File: src/rtl/refund_dispenser_pkg.sv
// Shared vending types: coin values, refund FSM states and the coin-select bundle.
package vend_pkg;

    localparam int unsigned QUARTER_C = 32'd25;
    localparam int unsigned DIME_C    = 32'd10;
    localparam int unsigned NICKEL_C  = 32'd5;

    typedef enum logic [2:0] {
        IDLE     = 3'd0,
        LOAD     = 3'd1,
        DISPENSE = 3'd2,
        GAP      = 3'd3,
        DONE     = 3'd4
    } refund_state_t;

    typedef struct packed {
        logic q;
        logic d;
        logic n;
    } coin_sel_t;

endpackage

File: src/rtl/refund_dispenser_coin_select.sv
// Greedy single-coin picker: largest coin not exceeding the amount, plus what is left after it.
module coin_select
    import vend_pkg::*;
#(
    parameter int W = 8
) (
    input  logic [W-1:0] i_remaining,
    output coin_sel_t    o_sel,
    output logic [W-1:0] o_next
);

    // Compare before subtracting so the amount can never wrap.
    always_comb begin
        o_sel  = '0;
        o_next = i_remaining;
        if (i_remaining >= W'(QUARTER_C)) begin
            o_sel.q = 1'b1;
            o_next  = i_remaining - W'(QUARTER_C);
        end else if (i_remaining >= W'(DIME_C)) begin
            o_sel.d = 1'b1;
            o_next  = i_remaining - W'(DIME_C);
        end else if (i_remaining >= W'(NICKEL_C)) begin
            o_sel.n = 1'b1;
            o_next  = i_remaining - W'(NICKEL_C);
        end else begin
            o_sel  = '0;
            o_next = i_remaining;
        end
    end

endmodule

File: src/rtl/refund_dispenser.sv
// Refund FSM: on a refund-release edge, takes the held credit and pays it out
// greedily as spaced coin pulses, flagging any unpayable remainder.
module refund_dispenser
    import vend_pkg::*;
#(
    parameter int CREDIT_W   = 8,
    parameter int GAP_CYCLES = 2
) (
    input  logic                i_clk,
    input  logic                i_reset,
    input  logic                i_trigger,
    input  logic [CREDIT_W-1:0] i_credit,
    output logic                o_clear_credit,
    output logic                o_coin_q,
    output logic                o_coin_d,
    output logic                o_coin_n,
    output logic                o_busy,
    output logic                o_done,
    output logic                o_short_change
);

    localparam int CNT_W = $clog2(GAP_CYCLES + 1);

    refund_state_t       r_state;
    logic                r_trigger_prev;
    logic [CREDIT_W-1:0] r_remaining;
    logic [CNT_W-1:0]    r_gap_cnt;
    coin_sel_t           r_coin;
    logic                r_clear_credit;
    logic                r_busy;
    logic                r_done;
    logic                r_short_change;

    logic                w_trig_edge;
    logic [CREDIT_W-1:0] w_sel_in;
    coin_sel_t           w_sel;
    logic [CREDIT_W-1:0] w_next;

    assign w_trig_edge = i_trigger & ~r_trigger_prev;
    // During LOAD the picker looks at the incoming credit so the first coin can be registered for DISPENSE.
    assign w_sel_in    = (r_state == LOAD) ? i_credit : r_remaining;

    coin_select #(.W(CREDIT_W)) u_coin_select (
        .i_remaining (w_sel_in),
        .o_sel       (w_sel),
        .o_next      (w_next)
    );

    // Refund sequencer; every output is a register set on the transition into the cycle it marks.
    always_ff @(posedge i_clk) begin
        if (i_reset) begin
            r_state        <= IDLE;
            r_trigger_prev <= 1'b0;
            r_remaining    <= '0;
            r_gap_cnt      <= '0;
            r_coin         <= '0;
            r_clear_credit <= 1'b0;
            r_busy         <= 1'b0;
            r_done         <= 1'b0;
            r_short_change <= 1'b0;
        end else begin
            r_trigger_prev <= i_trigger;
            r_coin         <= '0;
            r_clear_credit <= 1'b0;
            r_done         <= 1'b0;
            case (r_state)
                IDLE: begin
                    if (w_trig_edge) begin
                        r_state        <= LOAD;
                        r_short_change <= 1'b0;
                        r_clear_credit <= 1'b1;
                        r_busy         <= 1'b1;
                    end
                end
                LOAD: begin
                    r_remaining <= i_credit;
                    r_coin      <= w_sel;
                    r_state     <= DISPENSE;
                end
                DISPENSE: begin
                    r_remaining <= w_next;
                    if (w_sel.q | w_sel.d | w_sel.n) begin
                        r_state   <= GAP;
                        r_gap_cnt <= CNT_W'(GAP_CYCLES);
                    end else begin
                        r_state <= DONE;
                        r_done  <= 1'b1;
                    end
                end
                GAP: begin
                    if (r_gap_cnt == CNT_W'(1)) begin
                        r_state <= DISPENSE;
                        r_coin  <= w_sel;
                    end else begin
                        r_gap_cnt <= r_gap_cnt - CNT_W'(1);
                    end
                end
                DONE: begin
                    r_short_change <= (r_remaining != '0);
                    r_remaining    <= '0;
                    r_busy         <= 1'b0;
                    r_state        <= IDLE;
                end
                default: begin
                    r_state <= IDLE;
                    r_busy  <= 1'b0;
                end
            endcase
        end
    end

    assign o_clear_credit = r_clear_credit;
    assign o_coin_q       = r_coin.q;
    assign o_coin_d       = r_coin.d;
    assign o_coin_n       = r_coin.n;
    assign o_busy         = r_busy;
    assign o_done         = r_done;
    assign o_short_change = r_short_change;

endmodule

File: config.mk
export PLATFORM = sky130hd
export DESIGN_NAME = refund_dispenser
export DESIGN_NICKNAME = d
export VERILOG_FILES = /design/src/rtl/refund_dispenser_pkg.sv /design/src/rtl/refund_dispenser_coin_select.sv /design/src/rtl/refund_dispenser.sv
export SDC_FILE = /design/constraint.sdc
export NUM_CORES = 1
export LEC_CHECK = 0
export CAP_MARGIN = 0
export CELL_PAD_IN_SITES_DETAIL_PLACEMENT = 1
export CELL_PAD_IN_SITES_GLOBAL_PLACEMENT = 2
export CORE_AREA = 5 5 75 77
export DETAILED_ROUTE_END_ITERATION = 8
export DIE_AREA = 0 0 80 82
export PLACE_DENSITY = 0.86
export SYNTH_ARGS = -nofsm -noshare
export SYNTH_HDL_FRONTEND = slang
export SYNTH_SLANG_ARGS = --single-unit
File: constraint.sdc
create_clock -name i_clk -period 3.7 [get_ports i_clk]
set_input_delay 0.37 -clock i_clk [delete_from_list [all_inputs] [get_ports i_clk]]
set_output_delay 0.37 -clock i_clk [all_outputs]
set_load 0.02 [all_outputs]
==> results.yml <==
run_status:
  status: "completed"
pwr:
  leakage_nw: 0.650
  cell_internal_pwr_mw: 0.853
  ir_drop_mv: 0.282
  power_mw: 1.75
  switchingPower_mw: 0.898
  power_frac_seq_pct: 22.8
  power.share.switching_pct: 51.3
  clock_power_share_pct: 9.0
  comb_power_share_pct: 68.2
  powerDensity_nw_per_um2: 983
sta:
  fin_crit_ns: 3.12
  finalHoldViolations: 0
  setup_viol: 0
  worstMarginPinSlew_ns: 0.762
  fmax_mhz: 320
  period_share_pct: 84.4
  setup_tns_ns: 0
  timing.hold.ws_ns: 0.517
  max-slew-margin-rel_pct: 48.7
  rsz0062_at_grt: "false"
  report.final.slew_viol_count: 0
  clock_skew_ns: 0.00718
logic_synthesis:
  synth_edf_count: 0
  syn_area_um2: 1520
  yosysTopAreaCell: "dfxtp_1"
  yosysSeqAreaShare_pct: 27.7
  synth_seq_cells: 21
  synth_common_cells: "nor2_1 (25), dfxtp_1 (21), nand2_1 (16), a21oi_1 (12), nor3_1 (12)"
  ys_async_sr_fraction_pct: 0
  synthDistinctLibCells: 56
  avgSynthCellArea_um2: 7.94
  dominantRegCellSynth: "dfxtp_1"
  ys.warnings.count: 0
  synth.most_common_cell: "nor2_1"
  netlist.area_leader.share_pct: 27.7
  synth_nets: 204
  netlist_instances: 191
  synth_area_leaders: "dfxtp_1 (28%), nor2_1 (6.2%), a21oi_1 (4.0%), mux2i_1 (4.0%), nor3_1 (4.0%)"
hold_path:
  min_path_type: "flip-flop to flip-flop"
  whs_endpoint: "o_clear_credit"
  hold_start: "r_trigger_prev"
  min_path_cells: 3
detailed_routing:
  via_count: 1505
  vias_per_cell: 5.49
  drc: 0
  dr.pass1.iters: 4
  wire_per_inst_um: 16.9
  postRouteAntennaNets: 0
  drtIter0Drc: 103
  wl_mm: 4.63
placement:
  place.gp.congestion: 0.848
  io_buffer_count: 17
  dpl.cell_count: 270
  hpwl_mm: 3.47
global_route:
  grt_max_degree: 20
  grt_antenna_before_repair: 0
  overflow: 0
  grt_pass1_vias: 1542
  grt_usage_pct: 15.5
  grt_pass1_wl_mm: 7.97
finish:
  final_nets: 218
  largest_reg_flops: 8
  biggestRegsByFlops: "r_remaining: 8 flops, r_state: 3 flops, r_gap_cnt: 2 flops"
  fin_cells: 274
  top_register: "r_remaining"
  area_delta_synth_final_pct: 17.5
  antenna_cells: 0
  drive_above_1_share_pct: 9.80
  nFillCells: 619
clock_tree:
  clk_pin_slew_ns: 0.08
  cts_resized: 0
  root_buffer: "clkbuf_8"
  h-tree-depth: 1
  worstSkewPairLatency_ns: 0.27
  clock-sinks: 21
  cts_setup_buffers: 0
  tritoncts: "yes"
  cts.path.max_buffers: 2
  cts_buffers: 3
  cts_hold_buf: 0
floorplan:
  ios: 18
  start_util_pct: 30.7
  die_h_um: 82
  die_w_um: 80
  rows: 26
  die_area_um2: 6560
  coreArea_um2: 4940
critical_path:
  worstReg2RegStart: "r_state[0]"
  cp_max_fo: 18
  cp-end-kind: "flip-flop"
  rrSetupSlack_ns: 0.58
  cp_data_arrival_time_ns: 3.30
  ff2ff_path_depth: 12
  worstPathRequired_ns: 3.87
  worstSetupPathType: "flip-flop to flip-flop"
  startpoint_type: "flip-flop"
  r2r-end: "r_remaining[5]"
job:
  maxCapViolations: 0
power by group through the flow:
stage,Sequential (mW),Clock [mW],Combinational (mW)
4_1_cts,0.396,0.165,1.20
3_3_place_gp,0.402,0,1.19
2_1_floorplan,0.365,0,0.938
6_report,0.399,0.158,1.19
3_5_place_dp,0.402,0,1.19
5_1_grt,0.415,0.171,1.34
how the worst max path moves through the flow:
stage | startpoint | to | slack, ns | cells past startpoint
after floorplan | r_state[2] | r_remaining[1] | 1.16 | 11
after global placement | r_state[0] | r_remaining[5] | 0.63 | 12
after detailed placement | r_state[0] | r_remaining[5] | 0.60 | 12
after CTS | r_state[0] | r_remaining[5] | 0.58 | 12
after global routing | r_state[0] | r_remaining[5] | 0.31 | 12
final | r_state[0] | r_remaining[5] | 0.58 | 12
kinds of logic after synthesis:
family,count (synthesis),share of synthesized area [%]
mux,10,7.34
simple gates,84,29.3
fa+ha+maj,2,1.65
xor+xnor,4,2.31
buf+inv,17,5.03
compound gates,53,26.7
flops,21,27.7
critical path: stages (launching register included):
cell	delay, ns
dfxtp_1	0.59
nor3b_2	0.32
buf_4	0.31
nand2_1	0.08
nand2_1	0.08
inv_1	0.07
ha_1	0.22
nand2b_1	0.11
a21oi_1	0.06
o21ai_2	0.38
nand2_4	0.16
or3_1	0.39
a221oi_2	0.26
cell usage in the layout (no fill, tap or decap), types with 2 or more instances in the layout:
master / count
nor2_1: 25
dfxtp_1: 21
clkdlybuf4s50_1: 17
nand2_1: 16
nor3_1: 12
a21oi_1: 12
inv_1: 8
o21ai_0: 8
mux2i_1: 6
nand3_1: 5
nor2b_1: 4
nand2b_1: 4
a31oi_1: 4
nand4_1: 3
o2111ai_1: 3
nor4_1: 3
a22oi_1: 3
o211a_1: 3
xnor2_1: 3
o22ai_1: 3
clkbuf_8: 3
a211oi_1: 2
o21ai_2: 2
or3_1: 2
ha_1: 2
stage by stage:
| step | setup WS, ns | utilization [%] | instance area, um2 |
|---|---|---|---|
| global placement | 0.632 | 35.1 | 1740 |
| CTS | 0.581 | 36.0 | 1780 |
| detailed placement | 0.599 | 35.1 | 1740 |
| global route | 0.307 | 36.0 | 1780 |
| floorplan | 1.16 | - | 1520 |
| finish | 0.577 | 36.0 | 1780 |
routing by layer:
layer / wire length [um] / share of wire [%] / global-route usage (%) / up-vias
li1: - / - / - / 737
met1: 2240 / 48 / 20.8 / 737
met2: 2180 / 47 / 26.5 / 29
met3: 183 / 4.0 / 1.86 / 2
met4: 23 / 0.50 / 3.89 / 0
met5: 0 / 0 / 0 / -
area by class of cell:
| cell class | count | area [um2] | share of cell area [%] |
|---|---|---|---|
| Sequential cell | 21 | 420 | 23.6 |
| Clock buffer | 3 | 41.3 | 2.32 |
| Multi-Input combinational cell | 153 | 1020 | 57.2 |
| Timing Repair Buffer | 18 | 178 | 9.97 |
| Inverter | 8 | 30.0 | 1.69 |
| Tap cell | 70 | 87.6 | 4.92 |
| Clock inverter | 1 | 5.00 | 0.281 |
Note: power is estimated with default switching activity, not from simulation.
